<file path="src/rtl/mux_nbus_rr.sv">
// N-to-1 registered bus mux with fixed-select or round-robin arbitration and valid/ready output.
// Optional transfer counter output CNT is built when MUX_STATS_EN is defined.
module mux_nbus_rr #(
  parameter int unsigned W  = 4,
  parameter int unsigned N  = 4,
  parameter int unsigned SW = 2
) (
  input  logic           CLK,
  input  logic           RST,
  input  logic [N*W-1:0] D,
  input  logic [N-1:0]   V,
  input  logic [SW-1:0]  S,
  input  logic           MODE,
  input  logic           R,
  output logic [W-1:0]   Q,
  output logic           QV,
  output logic [SW-1:0]  QSEL,
  output logic [N-1:0]   ACK
`ifdef MUX_STATS_EN
  ,
  output logic [15:0]    CNT
`endif
);

  localparam int unsigned NP     = 1 << SW;
  localparam logic [SW:0] NExt   = (SW+1)'(N);
  localparam logic [SW-1:0] LastCh = SW'(N-1);

  logic [W-1:0]  q_q, q_d;
  logic          qv_q, qv_d;
  logic [SW-1:0] qsel_q, qsel_d;
  logic [SW-1:0] ptr_q, ptr_d;

  logic [NP-1:0] v_ext;
  logic          load, cand_ok, capture;
  logic [SW-1:0] cand;
  logic [SW:0]   idx;

  // Zero-extend so any S or scan index can be looked up without going out of range.
  assign v_ext   = NP'(V);
  assign load    = !qv_q || R;
  assign capture = load && cand_ok;

  always_comb begin
    cand_ok = 1'b0;
    cand    = '0;
    idx     = '0;
    if (!MODE) begin
      if (({1'b0, S} < NExt) && v_ext[S]) begin
        cand_ok = 1'b1;
        cand    = S;
      end
    end else begin
      // Scan PTR, PTR+1, ... wrapping at N; the first valid channel wins.
      for (int unsigned k = 0; k < N; k++) begin
        idx = {1'b0, ptr_q} + (SW+1)'(k);
        if (idx >= NExt) idx = idx - NExt;
        if (!cand_ok && v_ext[idx[SW-1:0]]) begin
          cand_ok = 1'b1;
          cand    = idx[SW-1:0];
        end
      end
    end
  end

  always_comb begin
    q_d    = q_q;
    qv_d   = qv_q;
    qsel_d = qsel_q;
    ptr_d  = ptr_q;
    if (load) begin
      qv_d = cand_ok;
      if (cand_ok) begin
        q_d    = D[32'(cand)*W +: W];
        qsel_d = cand;
        if (MODE) ptr_d = (cand == LastCh) ? '0 : cand + 1'b1;
      end
    end
  end

  always_ff @(posedge CLK or posedge RST) begin
    if (RST) begin
      q_q    <= '0;
      qv_q   <= 1'b0;
      qsel_q <= '0;
      ptr_q  <= '0;
    end else begin
      q_q    <= q_d;
      qv_q   <= qv_d;
      qsel_q <= qsel_d;
      ptr_q  <= ptr_d;
    end
  end

  always_comb begin
    ACK = '0;
    if (capture && !RST) ACK = {{(N-1){1'b0}}, 1'b1} << cand;
  end

  assign Q    = q_q;
  assign QV   = qv_q;
  assign QSEL = qsel_q;

`ifdef MUX_STATS_EN
  logic [15:0] cnt_q;

  always_ff @(posedge CLK or posedge RST) begin
    if (RST) begin
      cnt_q <= '0;
    end else if (qv_q && R) begin
      cnt_q <= cnt_q + 16'd1;
    end
  end

  assign CNT = cnt_q;
`endif

endmodule

</file>
<file path="config.mk">
export PLATFORM = sky130hd
export DESIGN_NAME = mux_nbus_rr
export DESIGN_NICKNAME = d
export VERILOG_FILES = /design/src/rtl/mux_nbus_rr.sv
export SDC_FILE = /design/constraint.sdc
export NUM_CORES = 1
export LEC_CHECK = 0
export ABC_AREA = 1
export CORE_UTILIZATION = 48
export CTS_BUF_LIST = sky130_fd_sc_hd__clkbuf_8
export CTS_CLUSTER_DIAMETER = 100
export DETAILED_ROUTE_END_ITERATION = 10
export PLACE_DENSITY = 0.87
export REMOVE_ABC_BUFFERS = 1
export SLEW_MARGIN = 20
export SYNTH_ARGS = -nofsm -noshare
export SYNTH_HDL_FRONTEND = slang
export SYNTH_SLANG_ARGS = --single-unit
</file>
<file path="constraint.sdc">
create_clock -name CLK -period 4.55 [get_ports CLK]
set_input_delay 0.6825 -clock CLK [delete_from_list [all_inputs] [get_ports CLK]]
set_output_delay 0.6825 -clock CLK [all_outputs]
set_load 0.05 [all_outputs]
</file>
==> impl_metrics.env, run 1 <==
export IMPL_first_global_vias=980
export IMPL_critPathSlowestCell="clkdlybuf4s50_1"
export IMPL_synth_top_area_share_pct=25.7
export IMPL_syn_cell_area_um2=948
export IMPL_slew_headroom_pct=66.0
export IMPL_grt_max_degree=13
export IMPL_synth_edf_count=0
export IMPL_avgSynthCellArea_um2=5.93
export IMPL_hold_path_class="flip-flop to flip-flop"
export IMPL_drive_gt1_share_pct=14.1
export IMPL_remaining_drc_errors=0
export IMPL_ys_warn_count=0
export IMPL_max_cap_violations=0
export IMPL_skew_ns=0.00519
export IMPL_die_area_um2=2160
export IMPL_coreArea_um2=1780
export IMPL_clock_latency_ns=0.23
export IMPL_tns_ns=0
export IMPL_ios=37
export IMPL_status="completed"
export IMPL_synth_most_common_cell="nand2_1"
export IMPL_die_height_um=46.5
export IMPL_reg2reg_from="ptr_q[0]$_DFFE_PP0P_"
export IMPL_holdBufCountCts=0
export IMPL_postCtsSetupRepairBufs=0
export IMPL_r2r_setup_slack_ns=2.16
export IMPL_dpl_hpwl_um=2020
export IMPL_cts_buffer_depth=2
export IMPL_synthArstFlopShare_pct=100
export IMPL_avgViaCountPerCell=5.00
export IMPL_worst_pin_slew_ns=0.508
export IMPL_finalPower_uw=877
export IMPL_final_area_um2=1360
export IMPL_rsz0062_at_grt="no"
export IMPL_min_to="QSEL[0]$_DFFE_PP0P_"
export IMPL_drt_wirelength_per_cell_um=11.0
export IMPL_antenna_found_initial=0
export IMPL_rr_endpoint="ptr_q[1]$_DFFE_PP0P_"
export IMPL_hp_start="QSEL[0]$_DFFE_PP0P_"
export IMPL_cts_tree="done"
export IMPL_powerDensity_nw_per_um2=645
export IMPL_area_delta_synth_final_pct=43.4
export IMPL_fin_util_pct=76.3
export IMPL_cts_resized_gates=0
export IMPL_synthTopCellsByArea="nand2_1 (26%), dfrtp_1 (24%), inv_1 (8.7%), nand3_1 (8.4%), nand2_2 (7.9%)"
export IMPL_required_ns=3.87
export IMPL_io_buffers=36
export IMPL_ir_drop_uv=341
export IMPL_worst_path_buf_inv=5
export IMPL_yosysSeqAreaShare_pct=23.7
export IMPL_firstDrtPassIters=4
export IMPL_nNetsFinal=226
export IMPL_yosys_register_bits=9
export IMPL_numPlacedInstances=219
export IMPL_rows=15
export IMPL_antenna_cells=0
export IMPL_cts_root_buffer="clkbuf_8"
export IMPL_ant_nets=0
export IMPL_cp_max_fo=7
export IMPL_fin_cells=223
export IMPL_die_w_um=46.5
export IMPL_min_path_cells=2
export IMPL_syn_inst=160
export IMPL_place_congestion=0.912
export IMPL_r2r_cells=12
export IMPL_worstPathCellList="clkdlybuf4s50_1 -> inv_1 -> nand2_1 -> nand3_1 -> nand2_1 -> inv_1 -> nand2_1 -> nor2_1 -> o21ai_2 -> inv_1 -> nor3_1 -> clkdlybuf4s50_1"
export IMPL_ys_flop_type="dfrtp_1"
export IMPL_min_period_ns=4.09
export IMPL_hold_viol_final=0
export IMPL_vias=1116
export IMPL_arrival_ns=3.41
export IMPL_path_class="primary input to output pin"
export IMPL_cp_end_kind="output pin"
export IMPL_htreeDepth=1
export IMPL_critPathLaunchType="primary input"
export IMPL_slowest_delay_ns=0.86
export IMPL_drt_total_wl_um=2440
export IMPL_yosys_top_cells_count="nand2_1 (65), inv_1 (22), nand3_1 (16)"
export IMPL_grt_use_total_pct=24.9
export IMPL_synth_top_area_cell="nand2_1"
export IMPL_setup_violations_final=0
export IMPL_place_area_um2=1310
export IMPL_ys_types=20
export IMPL_fin_crit_sh_pct=89.9
export IMPL_crit_family="buffers and inverters"
export IMPL_clkSinkCount=9
export IMPL_grt_pass1_wl_um=3880
export IMPL_clk_pin_slew_ns=0.05
export IMPL_cts_buffers=3
export IMPL_p_leak_uw=0.000722
export IMPL_fmax_mhz=244
export IMPL_drtIter0Drc=32
export IMPL_final_max_slew_viol_count=0
export IMPL_initial_core_util_pct=53.2
export IMPL_gr_total_overflow=0
## layout make-up
class	count	area, um2
repair buffers	36	360
well taps	25	31.3
fillers	146	423
multi-input cells	123	599
flip-flops and latches	9	225
clock buffers	3	41.3
clock inverters	1	5.00
inverters	26	97.6
## layout by cell type (no fill, tap or decap)
master / synthesis / layout
nor3_1: 3 / 3
clkdlybuf4s50_1: 0 / 36
nand2_2: 12 / 12
nand2_1: 65 / 65
ha_1: 1 / 1
nor2_4: 1 / 1
o21ai_1: 2 / 2
clkbuf_8: 0 / 3
a31oi_1: 1 / 1
nand2_4: 1 / 1
inv_1: 22 / 22
inv_2: 4 / 4
a21oi_1: 2 / 2
dfrtp_1: 9 / 9
o21ai_2: 1 / 1
nor2_1: 6 / 6
nand3_4: 1 / 1
nand3_1: 16 / 16
o21ai_0: 7 / 7
nand3_2: 4 / 4
clkinv_2: 0 / 1
## worst register-to-register path, cell delays in order, from the launching register on
cell     delay [ns]
dfrtp_1        0.58
inv_2          0.16
nand2_1        0.12
nand3_1        0.10
nand2_1        0.12
inv_1          0.07
nand2_1        0.08
nor2_1         0.06
o21ai_2        0.29
inv_1          0.21
ha_1           0.34
nand2_1        0.07
o21ai_0        0.08
## layer usage
metal | GRT usage, % | vias to the layer above | part of all wire (%)
met3 | 1.18 | 10 | 4.3
met4 | 11.2 | 0 | 2.7
met2 | 44.7 | 38 | 50
met1 | 29.9 | 499 | 43
li1 | - | 569 | -
met5 | 0 | - | 0
## through the flow
step / setup WS [ns] / hold WS, ns
2_1_floorplan: 1.23 / 0.519
3_3_place_gp: 0.621 / 0.464
3_5_place_dp: 0.548 / 0.472
4_1_cts: 0.477 / 0.492
5_1_grt: 0.308 / 0.520
6_report: 0.458 / 0.493
## sequential cells by signal, summed over array words and instances, names as in the netlist
register  cells
QSEL          2
Q             4
ptr_q         2
QV            1
## logic make-up after synthesis
family,after synthesis,share of synthesized area [%]
adder cells (fa/ha/maj),1,1.32
AND/OR/NAND/NOR,109,54.5
AO/OA/AOI/OAI,13,7.39
flip-flops,9,23.7
buffers and inverters,28,13.1
## how the worst max path moves through the flow
| stage | from | end | slack (ns) | cells past startpoint |
|---|---|---|---|---|
| 6_report | V[0] | ACK[1] | 0.46 | 12 |
| 5_1_grt | V[2] | ACK[1] | 0.31 | 12 |
| 4_1_cts | V[0] | ACK[1] | 0.48 | 12 |
| 3_5_place_dp | V[3] | ACK[3] | 0.55 | 14 |
| 3_3_place_gp | V[3] | ACK[3] | 0.62 | 14 |
| 2_1_floorplan | V[3] | ACK[1] | 1.23 | 11 |
## power breakdown
part	internal (uW)	leakage, uW	switching (uW)
registers	117	0.000111	39.1
logic	210	0.000586	419
clock network	59.7	0.0000255	31.4
(Power assumes the default switching activity.)
==> run 2: changes to the inputs <==
- SLEW_MARGIN: 20 -> default
==> results of run 2 <==
No change in the layout: final DEF, timing and power equal those of run 1.
